==> src/rtl/score_tracker_if.sv <==
// score_tracker_if: session control, per-lane hit pulses and score readout bundle.
`default_nettype none

interface score_tracker_if #(
  parameter int unsigned SCORE_W = 20,
  parameter int unsigned COMBO_W = 10
);
  logic               start;
  logic               song_end;
  logic [3:0]         hit_perfect;
  logic [3:0]         hit_okay;
  logic [3:0]         hit_miss;
  logic [SCORE_W-1:0] score;
  logic [COMBO_W-1:0] combo;
  logic [COMBO_W-1:0] max_combo;
  logic [COMBO_W-1:0] n_perfect;
  logic [COMBO_W-1:0] n_okay;
  logic [COMBO_W-1:0] n_miss;
  logic [2:0]         multiplier;
  logic               combo_break;
  logic               playing;
  logic               result_valid;

  modport master (
    output start, song_end, hit_perfect, hit_okay, hit_miss,
    input  score, combo, max_combo, n_perfect, n_okay, n_miss,
           multiplier, combo_break, playing, result_valid
  );

  modport slave (
    input  start, song_end, hit_perfect, hit_okay, hit_miss,
    output score, combo, max_combo, n_perfect, n_okay, n_miss,
           multiplier, combo_break, playing, result_valid
  );
endinterface

`default_nettype wire

==> src/rtl/score_tracker.sv <==
// +--------------------------------------------------------------------------+
// | score_tracker: per-song score/combo/tally accumulator with combo tiers.  |
// | Revision: 1.0                                                            |
// +--------------------------------------------------------------------------+
`default_nettype none

module score_tracker #(
  parameter int unsigned SCORE_W     = 20,
  parameter int unsigned COMBO_W     = 10,
  parameter int unsigned PERFECT_PTS = 100,
  parameter int unsigned OKAY_PTS    = 50,
  parameter int unsigned TIER2_COMBO = 10,
  parameter int unsigned TIER4_COMBO = 30
) (
  input  logic           clk,
  input  logic           reset,
  score_tracker_if.slave bus
);

  localparam logic [1:0] ST_IDLE    = 2'd0;
  localparam logic [1:0] ST_PLAYING = 2'd1;
  localparam logic [1:0] ST_DONE    = 2'd2;

  localparam int unsigned        WIDE_W         = SCORE_W + 32;
  localparam logic [SCORE_W-1:0] SCORE_MAX      = '1;
  localparam logic [WIDE_W-1:0]  SCORE_MAX_WIDE = WIDE_W'(SCORE_MAX);
  localparam logic [COMBO_W-1:0] TIER2          = COMBO_W'(TIER2_COMBO);
  localparam logic [COMBO_W-1:0] TIER4          = COMBO_W'(TIER4_COMBO);

  logic [1:0] state;
  logic [1:0] state_next;
  logic       is_playing;
  logic       is_done;
  logic       begin_session;

  logic [SCORE_W-1:0] score_r;
  logic [COMBO_W-1:0] combo_r;
  logic [COMBO_W-1:0] max_combo_r;
  logic [COMBO_W-1:0] n_perfect_r;
  logic [COMBO_W-1:0] n_okay_r;
  logic [COMBO_W-1:0] n_miss_r;
  logic               combo_break_r;

  logic [3:0]         eff_perfect;
  logic [3:0]         eff_okay;
  logic [3:0]         eff_miss;
  logic [2:0]         cnt_p;
  logic [2:0]         cnt_o;
  logic [2:0]         cnt_m;
  logic [2:0]         mult;
  logic [31:0]        gain;
  logic [WIDE_W-1:0]  score_wide;
  logic [SCORE_W-1:0] score_next;
  logic [COMBO_W-1:0] combo_next;
  logic [COMBO_W-1:0] max_combo_next;
  logic               break_next;

  function automatic logic [2:0] popcount4(input logic [3:0] v);
    return 3'(v[0]) + 3'(v[1]) + 3'(v[2]) + 3'(v[3]);
  endfunction

  function automatic logic [COMBO_W-1:0] sat_add(input logic [COMBO_W-1:0] a,
                                                 input logic [3:0] b);
    logic [COMBO_W:0] s;
    s = {1'b0, a} + (COMBO_W + 1)'(b);
    return s[COMBO_W] ? {COMBO_W{1'b1}} : s[COMBO_W-1:0];
  endfunction

  // Session FSM: state register
  always_ff @(posedge clk) begin
    if (reset) begin
      state <= ST_IDLE;
    end else begin
      state <= state_next;
    end
  end

  // Session FSM: next state
  always_comb begin
    state_next = state;
    case (state)
      ST_IDLE:    if (bus.start)    state_next = ST_PLAYING;
      ST_PLAYING: if (bus.song_end) state_next = ST_DONE;
      ST_DONE:    if (bus.start)    state_next = ST_PLAYING;
      default:                      state_next = ST_IDLE;
    endcase
  end

  // Session FSM: outputs
  always_comb begin
    is_playing    = (state == ST_PLAYING);
    is_done       = (state == ST_DONE);
    begin_session = bus.start && ((state == ST_IDLE) || (state == ST_DONE));
  end

  // One grade per lane per cycle, perfect beats okay beats miss.
  always_comb begin
    eff_perfect = bus.hit_perfect;
    eff_okay    = bus.hit_okay & ~bus.hit_perfect;
    eff_miss    = bus.hit_miss & ~(bus.hit_perfect | bus.hit_okay);
    cnt_p       = popcount4(eff_perfect);
    cnt_o       = popcount4(eff_okay);
    cnt_m       = popcount4(eff_miss);
  end

  always_comb begin
    if (combo_r >= TIER4) begin
      mult = 3'd4;
    end else if (combo_r >= TIER2) begin
      mult = 3'd2;
    end else begin
      mult = 3'd1;
    end
  end

  // Score is accumulated wide and then clamped so it never wraps.
  always_comb begin
    gain       = (32'(cnt_p) * PERFECT_PTS + 32'(cnt_o) * OKAY_PTS) * 32'(mult);
    score_wide = WIDE_W'(score_r) + WIDE_W'(gain);
    score_next = (score_wide > SCORE_MAX_WIDE) ? SCORE_MAX : score_wide[SCORE_W-1:0];
  end

  always_comb begin
    combo_next     = (cnt_m != 3'd0) ? '0 : sat_add(combo_r, 4'(cnt_p) + 4'(cnt_o));
    max_combo_next = (combo_next > max_combo_r) ? combo_next : max_combo_r;
    break_next     = (cnt_m != 3'd0) && (combo_r != '0);
  end

  always_ff @(posedge clk) begin
    if (reset || begin_session) begin
      score_r       <= '0;
      combo_r       <= '0;
      max_combo_r   <= '0;
      n_perfect_r   <= '0;
      n_okay_r      <= '0;
      n_miss_r      <= '0;
      combo_break_r <= 1'b0;
    end else if (is_playing) begin
      score_r       <= score_next;
      combo_r       <= combo_next;
      max_combo_r   <= max_combo_next;
      n_perfect_r   <= sat_add(n_perfect_r, 4'(cnt_p));
      n_okay_r      <= sat_add(n_okay_r, 4'(cnt_o));
      n_miss_r      <= sat_add(n_miss_r, 4'(cnt_m));
      combo_break_r <= break_next;
    end else begin
      combo_break_r <= 1'b0;
    end
  end

  assign bus.score        = score_r;
  assign bus.combo        = combo_r;
  assign bus.max_combo    = max_combo_r;
  assign bus.n_perfect    = n_perfect_r;
  assign bus.n_okay       = n_okay_r;
  assign bus.n_miss       = n_miss_r;
  assign bus.multiplier   = mult;
  assign bus.combo_break  = combo_break_r;
  assign bus.playing      = is_playing;
  assign bus.result_valid = is_done;

endmodule

`default_nettype wire

==> src/flat_wrapper.sv <==
// flat-port wrapper written by rule: the top's interface ports become plain ports
module score_tracker_flat 
#(
  parameter int unsigned SCORE_W     = 20,
  parameter int unsigned COMBO_W     = 10,
  parameter int unsigned PERFECT_PTS = 100,
  parameter int unsigned OKAY_PTS    = 50,
  parameter int unsigned TIER2_COMBO = 10,
  parameter int unsigned TIER4_COMBO = 30
)
  (clk, reset, bus_start, bus_song_end, bus_hit_perfect, bus_hit_okay, bus_hit_miss, bus_score, bus_combo, bus_max_combo, bus_n_perfect, bus_n_okay, bus_n_miss, bus_multiplier, bus_combo_break, bus_playing, bus_result_valid);
  score_tracker_if #(.SCORE_W(SCORE_W), .COMBO_W(COMBO_W)) bus_i ();
  input  logic clk;
  input  logic reset;
  input wire logic [$bits(bus_i.start)-1:0] bus_start;
  input wire logic [$bits(bus_i.song_end)-1:0] bus_song_end;
  input wire logic [$bits(bus_i.hit_perfect)-1:0] bus_hit_perfect;
  input wire logic [$bits(bus_i.hit_okay)-1:0] bus_hit_okay;
  input wire logic [$bits(bus_i.hit_miss)-1:0] bus_hit_miss;
  output wire logic [$bits(bus_i.score)-1:0] bus_score;
  output wire logic [$bits(bus_i.combo)-1:0] bus_combo;
  output wire logic [$bits(bus_i.max_combo)-1:0] bus_max_combo;
  output wire logic [$bits(bus_i.n_perfect)-1:0] bus_n_perfect;
  output wire logic [$bits(bus_i.n_okay)-1:0] bus_n_okay;
  output wire logic [$bits(bus_i.n_miss)-1:0] bus_n_miss;
  output wire logic [$bits(bus_i.multiplier)-1:0] bus_multiplier;
  output wire logic [$bits(bus_i.combo_break)-1:0] bus_combo_break;
  output wire logic [$bits(bus_i.playing)-1:0] bus_playing;
  output wire logic [$bits(bus_i.result_valid)-1:0] bus_result_valid;
  assign bus_i.start = bus_start;
  assign bus_i.song_end = bus_song_end;
  assign bus_i.hit_perfect = bus_hit_perfect;
  assign bus_i.hit_okay = bus_hit_okay;
  assign bus_i.hit_miss = bus_hit_miss;
  assign bus_score = bus_i.score;
  assign bus_combo = bus_i.combo;
  assign bus_max_combo = bus_i.max_combo;
  assign bus_n_perfect = bus_i.n_perfect;
  assign bus_n_okay = bus_i.n_okay;
  assign bus_n_miss = bus_i.n_miss;
  assign bus_multiplier = bus_i.multiplier;
  assign bus_combo_break = bus_i.combo_break;
  assign bus_playing = bus_i.playing;
  assign bus_result_valid = bus_i.result_valid;
  score_tracker #(.SCORE_W(SCORE_W), .COMBO_W(COMBO_W), .PERFECT_PTS(PERFECT_PTS), .OKAY_PTS(OKAY_PTS), .TIER2_COMBO(TIER2_COMBO), .TIER4_COMBO(TIER4_COMBO)) u_core (.clk(clk), .reset(reset), .bus(bus_i));
endmodule
==> config.mk <==
export PLATFORM = sky130hd
export DESIGN_NAME = score_tracker_flat
export DESIGN_NICKNAME = d
export VERILOG_FILES = /design/src/rtl/score_tracker_if.sv /design/src/rtl/score_tracker.sv /design/src/flat_wrapper.sv
export SDC_FILE = /design/constraint.sdc
export NUM_CORES = 1
export LEC_CHECK = 0
export BUFFER_PORTS_ARGS = -buffer_cell sky130_fd_sc_hd__buf_4
export CAP_MARGIN = 5
export CORE_MARGIN = 5
export CORE_UTILIZATION = 60
export CTS_CLUSTER_SIZE = 12
export DETAILED_ROUTE_END_ITERATION = 6
export PLACE_DENSITY = 0.84
export SYNTH_ARGS = -nofsm -noshare
export SYNTH_HDL_FRONTEND = slang
export SYNTH_SLANG_ARGS = --single-unit
==> constraint.sdc <==
create_clock -name clk -period 18.67 [get_ports clk]
set_input_delay 3.734 -clock clk [delete_from_list [all_inputs] [get_ports clk]]
set_output_delay 3.734 -clock clk [all_outputs]
set_load 0.03 [all_outputs]
==> flow_summary.toml <==
[run_status]
outcome = "completed"

[global_routing]
grt_use_total_pct = 26.9
antenna_found_initial = 0
grt_max_degree = 54
grt.overflow.total = 0
first_global_vias = 5510
grt_pass1_wl_um = 26100

[pwr]
leakage_nw = 3.23
ir_drop_mv = 0.0361
p_per_area_nw_per_um2 = 68.1

[placement]
port_buffers = 91
gp_congestion = 0.903
dp_hpwl_um = 11900

[yosys]
synth_common_cells = "79 x nand2_1, 74 x a21oi_1, 73 x dfxtp_1"
async_flop_share_pct = 0
netlist_instances = 742
synth-adder-area-share_pct = 21.4
synth_most_common_cell = "nand2_1"
syn-num-nets = 846
synth_top_cell_by_area = "dfxtp_1"
synth_top_area_share_pct = 24.3
ys_ff_latch = 73
synth_top_family_by_area = "compound AO/OA/AOI/OAI gates"
synth-xor-area-share_pct = 5.10
synth_area_um2 = 6020
synth_edf_count = 0
syn_area_per_cell_um2 = 8.11
synth-simple-area-share_pct = 19.9
yosys-mux-area-fraction_pct = 1.33
synth.distinct_cells = 62
seq_area_frac_synth_pct = 24.3
ys.warnings.count = 0
synthFlopType = "dfxtp_1"
synth-compound-area-share_pct = 21.9
yosys-top-cells-area = "dfxtp_1 24%, ha_1 13%, fa_1 8.3%"

[floorplanning]
start_util_pct = 61.5
die_h_um = 110
rows = 36
io_pins = 92
dieArea_um2 = 12100
coreArea_um2 = 9770
die_w_um = 110

[cts]
insertion_delay_ns = 0.36
holdBufCountCts = 0
clock-sinks = 73
cts_setup_buffers = 0
cts_made_buffers = 9
ctsResizeCount = 0
h-tree-depth = 3
cts.clk_slew.worst_paths_ns = 0.08
root_buffer = "clkbuf_8"
tritoncts = "built"
clock_path_buffers = 2

[layout]
drive_gt1_share_pct = 15.7
nFillCells = 787
syn2layout_area_growth_pct = 15.9
final-seq-area_um2 = 1460
diodes = 0
nets = 927
multi_input_area_um2 = 4190

[sta]
max_freq_mhz = 96.8
maxSlewHeadroom_pct = 31.0
slew_viol_final = 0
clock_skew_ns = 0.0126
tns_ns = 0
finalCriticalPeriod_ns = 10.33
post-route-period-util_pct = 55.3
hold_slack_ns = 0.491
hold_viol = 0
rsz0062_at_grt = "no"
tightestPinTransition_ns = 1.04
setup_violations = 0

[worst_hold_path]
hp-class = "flop to flop"

[critical_path]
max_stage_delay_ns = 0.66
end_kind = "flop"
startpoint_type = "primary input"
cp.arrival_ns = 10.55
critical_path.max_fanout = 13
required_ns = 18.89
crit_slowest_cell = "fa_1"
critical_path_class = "primary input to flop"

[flow_run]
drv_cap = 0

[detailed_routing]
ant_nets = 0
drtIter0Drc = 366
drcViolationCount = 0
via_per_inst = 5.98
vias = 5749
wl_per_cell_um = 16.2
firstDrtPassIters = 6
drt_wl_total_um = 15600
[cell families after synthesis]
kind of cell	after synthesis
DFF	73
AOI/OAI and AO/OA	203
adders and majority gates	88
and+or+nand+nor	242
muxes	8
xor gates and xnor gates	35
buffers and inverters	93
[critical path: cells and delay by family]
kind	cells	cell delay (ns)
adder cells (fa/ha/maj)	7	2.91
AO/OA/AOI/OAI	8	2.61
AND/OR/NAND/NOR	6	0.85
buffers and inverters	5	0.42
[routing by layer]
layer / share of wire [%] / wire, µm / GRT usage, % / up-vias
met5: 0 / 0 / 0 / -
met1: 45 / 6970 / 37.0 / 2737
met3: 8.0 / 1240 / 6.00 / 29
met4: 2.1 / 329 / 9.67 / 0
met2: 45 / 7030 / 41.5 / 218
li1: - / - / - / 2765
[registers in the layout, summed over array words and instances, names as in the netlist]
| signal | flops |
|---|---|
| u_core.bus.n_perfect | 10 |
| u_core.bus.combo_break | 1 |
| u_core.state | 2 |
| u_core.bus.max_combo | 10 |
| u_core.bus.score | 20 |
| u_core.bus.n_miss | 10 |
| u_core.bus.combo | 10 |
| u_core.bus.n_okay | 10 |
[layout make-up]
type / instances / share of cell area [%]
inverters: 70 / 3.77
flip-flops and latches: 73 / 21.0
repair buffers: 93 / 10.0
clock inverters: 7 / 1.00
well taps: 133 / 2.39
multi-input cells: 576 / 60.1
clock buffers: 9 / 1.78
[path summary, 6_finish.rpt]
kind	start	end	slack [ns]	cells past startpoint
worst max register to register	u_core.bus.combo[1]	u_core.bus.score[2]	12.38	22
worst min-delay path	u_core.bus.n_miss[6]	u_core.bus.n_miss[6]	0.49	2
worst max-delay path	bus_hit_okay[0]	u_core.bus.score[2]	8.34	26
worst min register to register	u_core.bus.n_miss[6]	u_core.bus.n_miss[6]	0.49	2
[where the power goes]
group          leakage [nW]  switching, W  total (W)  internal, W
clock network        0.0994     0.0000647   0.000126    0.0000617
registers             0.590    0.00000399   0.000163     0.000159
logic                  2.54      0.000117   0.000185    0.0000681
[cell usage in the layout (no fill, tap or decap), types with 5 or more instances in the layout]
cell type,instances
and3_1,11
buf_4,93
nand2b_1,9
clkbuf_8,9
ha_1,63
nor2_1,42
a21o_1,18
dfxtp_1,73
a21oi_1,74
nor3b_1,8
xnor2_1,19
a31oi_1,11
or3_1,5
nor2b_1,10
inv_1,69
nand3_1,32
and4_1,6
nand2_1,79
xor2_1,16
mux2i_1,8
o211ai_1,6
nor3_1,16
fa_1,25
a21oi_2,10
o21ai_0,43
nand4_1,10
[per-stage QoR]
| step | total power, W | setup slack (ns) | cell area, µm² | utilization (%) | std cells |
|---|---|---|---|---|---|
| after global placement | 0.000342 | 8.26 | 6780 | 69.4 | 945 |
| final | 0.000475 | 8.34 | 6970 | 71.4 | 961 |
| after global routing | 0.000506 | 7.79 | 6970 | 71.4 | 961 |
| after detailed placement | 0.000348 | 8.07 | 6780 | 69.4 | 945 |
| after CTS | 0.000475 | 8.42 | 6970 | 71.4 | 961 |
| after floorplan | 0.000305 | 8.89 | 6020 | - | 742 |
No activity file was read; power rests on OpenSTA's default activity.
